## config.mk

```make
export PLATFORM = sky130hd
export DESIGN_NAME = instr_issue_ctrl
export DESIGN_NICKNAME = d
export VERILOG_FILES = /design/src/rtl/instr_issue_ctrl.sv
export SDC_FILE = /design/constraint.sdc
export NUM_CORES = 1
export LEC_CHECK = 0
export CAP_MARGIN = 0
export CORE_MARGIN = 2
export CORE_UTILIZATION = 35
export CTS_CLUSTER_DIAMETER = 50
export DETAILED_ROUTE_END_ITERATION = 12
export PLACE_DENSITY = 0.7
export SYNTH_ARGS = -nofsm -noshare
export SYNTH_HDL_FRONTEND = slang
export SYNTH_SLANG_ARGS = --single-unit
export TNS_END_PERCENT = 10
```

## constraint.sdc

```tcl
create_clock -name clk -period 1.8 [get_ports clk]
set_input_delay 0.36 -clock clk [delete_from_list [all_inputs] [get_ports clk]]
set_output_delay 0.36 -clock clk [all_outputs]
set_load 0.005 [all_outputs]
```

## src/rtl/instr_issue_ctrl.sv

```systemverilog
`default_nettype none
// ============================================================================
//  Module      : instr_issue_ctrl
//  Description : Pops instructions from a show-ahead FIFO and issues them to
//                the control coordinator over a valid/ready handshake, with
//                NOP discard, HALT/resume and flush-and-drain support.
//  Revision    : 1.0 - initial release
// ============================================================================
module instr_issue_ctrl #(
    parameter int         INSTR_WIDTH = 80,
    parameter logic [7:0] HALT_OPCODE = 8'hFF,
    parameter logic [7:0] NOP_OPCODE  = 8'h00
) (
    input  logic                   clk,
    input  logic                   rst,
    input  logic [INSTR_WIDTH-1:0] fifo_data,
    input  logic                   fifo_empty,
    output logic                   fifo_next_en,
    input  logic                   enable,
    input  logic                   resume,
    input  logic                   flush,
    output logic [INSTR_WIDTH-1:0] instr_out,
    output logic                   instr_valid,
    input  logic                   instr_ready,
    output logic                   halted,
    output logic [31:0]            issued_count
);

    typedef enum logic [1:0] {
        ST_IDLE   = 2'd0,
        ST_ISSUE  = 2'd1,
        ST_HALTED = 2'd2,
        ST_FLUSH  = 2'd3
    } state_t;

    state_t                 r_state;
    state_t                 w_state_nxt;
    logic [INSTR_WIDTH-1:0] r_instr_out;
    logic [31:0]            r_issued_count;
    logic                   w_pop;
    logic                   w_load;
    logic                   w_handshake;

    logic [7:0] w_opcode;
    logic       w_head_nop;
    logic       w_head_halt;
    logic       w_head_issuable;

    assign w_opcode        = fifo_data[7:0];
    assign w_head_nop      = (w_opcode == NOP_OPCODE);
    assign w_head_halt     = (w_opcode == HALT_OPCODE);
    assign w_head_issuable = enable && !fifo_empty && !w_head_nop && !w_head_halt;

    always_comb begin
        w_state_nxt = r_state;
        w_pop       = 1'b0;
        w_load      = 1'b0;
        w_handshake = 1'b0;
        if (flush) begin
            w_state_nxt = ST_FLUSH;
        end else begin
            case (r_state)
                ST_IDLE: begin
                    if (enable && !fifo_empty) begin
                        w_pop = 1'b1;
                        if (w_head_halt) begin
                            w_state_nxt = ST_HALTED;
                        end else if (!w_head_nop) begin
                            w_load      = 1'b1;
                            w_state_nxt = ST_ISSUE;
                        end
                    end
                end
                ST_ISSUE: begin
                    if (instr_ready) begin
                        w_handshake = 1'b1;
                        // NOP/HALT heads are left for IDLE to consume
                        if (w_head_issuable) begin
                            w_pop  = 1'b1;
                            w_load = 1'b1;
                        end else begin
                            w_state_nxt = ST_IDLE;
                        end
                    end
                end
                ST_HALTED: begin
                    if (resume) begin
                        w_state_nxt = ST_IDLE;
                    end
                end
                ST_FLUSH: begin
                    if (fifo_empty) begin
                        w_state_nxt = ST_IDLE;
                    end else begin
                        w_pop = 1'b1;
                    end
                end
                default: w_state_nxt = ST_IDLE;
            endcase
        end
    end

    always_ff @(posedge clk or negedge rst) begin
        if (!rst) begin
            r_state        <= ST_IDLE;
            r_instr_out    <= '0;
            r_issued_count <= '0;
        end else begin
            r_state <= w_state_nxt;
            if (w_load) begin
                r_instr_out <= fifo_data;
            end
            if (w_handshake) begin
                r_issued_count <= r_issued_count + 32'd1;
            end
        end
    end

    // Pop is combinational, so it must also be forced low while reset is held
    assign fifo_next_en = w_pop && !fifo_empty && rst;
    assign instr_out    = r_instr_out;
    assign instr_valid  = (r_state == ST_ISSUE);
    assign halted       = (r_state == ST_HALTED);
    assign issued_count = r_issued_count;

endmodule
`default_nettype wire

```

==> impl_metrics.py <==
metrics = {
    "die": {
        "start_util": 0.354,
        "rows": 43,
        "core_area_mm2": 0.0137,
        "num_io_pins": 202,
        "die-area_mm2": 0.0148,
        "chipWidth_um": 122,
        "die_y_um": 122,
    },
    "place": {
        "dp_slack_ps": -830,
        "globalplace.congestion": 0.769,
        "dp_cells": 737,
        "io_buffers": 201,
        "hpwl_um": 8650,
    },
    "critical_path": {
        "critPathLaunchType": "input pin",
        "r2r_start": "r_state[1]",
        "worst-path-buf-inv": 2,
        "critPathArrivalTime_ps": 1550,
        "critical-path-top-delay-family": "simple AND/OR/NAND/NOR gates",
        "worstPathRequired_ps": 1440,
        "crit_path_max_fanout": 2,
        "worst-setup-path-type": "in2out",
        "slowest_delay_ps": 530,
        "endpoint_kind": "output pin",
        "cpMaxStageDelayCell": "or4_4",
        "cpMostUsedCell": "buf_2",
        "cp-endpoint": "fifo_next_en",
        "crit_chain": "buf_2 > or4_4 > or2_4 > nand4_1 > a21oi_2 > buf_2",
        "critical_path_cell_count": 6,
        "crit_start": "fifo_data[7]",
        "r2r_slack_ps": -110,
        "regToRegEndpoint": "instr_out[58]",
        "worstRegToRegCells": 6,
    },
    "yosys": {
        "yosys_warnings": 0,
        "synth_seq_cells": 114,
        "ys_seq_area_frac": 0.587,
        "yosysUniqueCellTypes": 41,
        "syn_inst": 339,
        "async_flop_share": 1.00,
        "ys.flop_type": "dfrtp_1",
        "syn-cell-area_mm2": 0.00486,
        "synth_edf_count": 0,
        "syn_avg_cell_area_um2": 14.3,
        "syn_nets": 427,
    },
    "timing": {
        "rsz0062_at_grt": "yes",
        "setup_viol": 81,
        "slew_viol_final": 0,
        "min_period_ps": 1910,
        "fmax_mhz": 523,
        "hold_viol": 0,
        "worst_pin_slew_ps": 603,
        "fin_ws_ps": -114,
        "skew_ps": 6.38,
        "slew_headroom": 0.598,
        "fin_crit_sh": 1.06,
    },
    "detailed_routing": {
        "wl_um": 12200,
        "drtAntennaViolNets": 0,
        "dr.pass1.iters": 4,
        "vias_per_cell": 4.72,
        "drc_errors": 0,
        "routedWlPerCell_um": 15.8,
        "vias": 3645,
        "drtIter0Drc": 128,
    },
    "cells_and_area": {
        "final_util": 0.578,
        "fill_cells": 1169,
        "multi_input_area_mm2": 0.00188,
        "nets": 668,
        "final_cells": 773,
        "syn_to_final_growth_pct": 63.4,
        "seqCellArea_mm2": 0.00286,
        "diodes": 0,
        "drive_gt1_frac": 0.297,
    },
    "global_route": {
        "grt_max_degree": 115,
        "grt_pass1_vias": 3883,
        "grt_pass1_wl_um": 19200,
        "antenna_found_initial": 0,
        "grt.overflow.total": 0,
        "grt_use_total": 0.167,
    },
    "clock_tree": {
        "clk_pin_slew_ps": 50,
        "cts.htree.levels": 4,
        "clock-sinks": 114,
        "cts_tree": "done",
        "clock_latency_ps": 410,
        "cts_made_buffers": 17,
        "ctsRootBufferMaster": "clkbuf_16",
        "clockBufferDepth": 2,
    },
    "outcome": {
        "status": "finished with violations",
        "violations": "negative setup slack",
    },
    "power_and_ir_drop": {
        "power_w": 0.00929,
        "p_leak_nw": 3.42,
        "peakVddDrop_mv": 0.756,
        "power_density_mw_per_mm2": 1170,
    },
    "job": {
        "max-cap-violations": 0,
    },
    "min_path": {
        "min_path_type": "in2async",
    },
}
==> worst min path at each step <==
stage | from | to | slack, ps | cells after the start
after floorplan | rst | instr_out[0] | 60 | 0
after global placement | issued_count[31] | issued_count[31] | 460 | 1
after detailed placement | issued_count[31] | issued_count[31] | 480 | 1
after CTS | rst | issued_count[12] | 110 | 2
after global routing | rst | issued_count[8] | 140 | 2
final | rst | issued_count[7] | 90 | 2
==> metal layers <==
| layer | up-vias | track usage | routed length [um] |
|---|---|---|---|
| li1 | 1691 | - | - |
| met1 | 1808 | 0.196 | 4960 |
| met2 | 129 | 0.271 | 6050 |
| met3 | 17 | 0.0702 | 965 |
| met4 | 0 | 0.0682 | 240 |
| met5 | - | 0 | 0 |
==> state kept, by name, indices dropped and copies added (netlist names) <==
name	count
instr_out	80
issued_count	32
r_state	2
==> through the flow <==
step	hold WS (ps)	area (um^2)	setup TNS, ps
after floorplan	64.4	4870	-9040
after global placement	462	7250	-60990
after detailed placement	477	7250	-66250
after CTS	109	7830	-6550
after global routing	137	7940	-11740
final	94.5	7940	-5890
==> timing repair <==
action,CTS,global route
hold buffers,0,0
gates cloned,0,2
setup endpoints to repair,85,109
buffers inserted,1,1
gates resized for setup,37,15
pin swaps,5,5
==> placed cells by master (no fill, tap or decap), types with 6 or more instances in the layout <==
cell	Yosys	layout
and3_1	7	7
mux2_4	18	18
inv_1	6	6
clkbuf_16	0	19
nand4_1	20	20
buf_6	8	6
xnor2_1	31	31
nand3_1	12	12
nand2_1	14	14
dfrtp_2	0	7
clkdlybuf4s50_1	0	188
mux2_2	62	62
buf_4	2	24
dfrtp_1	114	107
==> power breakdown <==
group	total (W)	switching [W]	internal (W)	leakage, nW
Sequential	0.00353	0.000359	0.00317	1.43
Combinational	0.00242	0.000690	0.00173	1.70
Clock	0.00334	0.00125	0.00209	0.284
Total	0.00929	0.00230	0.00699	3.42
==> cell type report <==
class / count / share of cell area
timing repair buffer: 236 / 0.297
sequential: 114 / 0.361
multi-input combinational: 205 / 0.237
tap: 180 / 0.0284
inverter: 6 / 0.00284
clock buffer: 18 / 0.0553
clock inverter: 14 / 0.0194
==> cell usage after synthesis, types with 5 or more instances <==
cell       n  area (um^2)
and3_1     7         43.8
buf_6      8         90.1
dfrtp_1  114         2850
inv_1      6         22.5
mux2_2    62          698
mux2_4    18          270
nand2_1   14         52.6
nand3_1   12         60.1
nand4_1   20          125
nor2_1     5         18.8
nor2b_1    5         31.3
xnor2_1   31          272
==> worst register-to-register path, cell delays in order (launching register included) <==
cell and delay (ps):
dfrtp_1 400, or3b_4 430, a211oi_4 230, nand3_4 100, buf_12 170, buf_12 160
mux2_4 300
==> kinds of logic after synthesis <==
group | after synthesis | synth area share
muxes | 81 | 0.201
AOI/OAI and AO/OA | 9 | 0.0152
buffers and inverters | 20 | 0.0330
xor gates and xnor gates | 31 | 0.0559
adders and majority gates | 1 | 0.00258
DFF | 114 | 0.587
and+or+nand+nor | 83 | 0.104
Note: power is estimated with default switching activity, not from simulation.
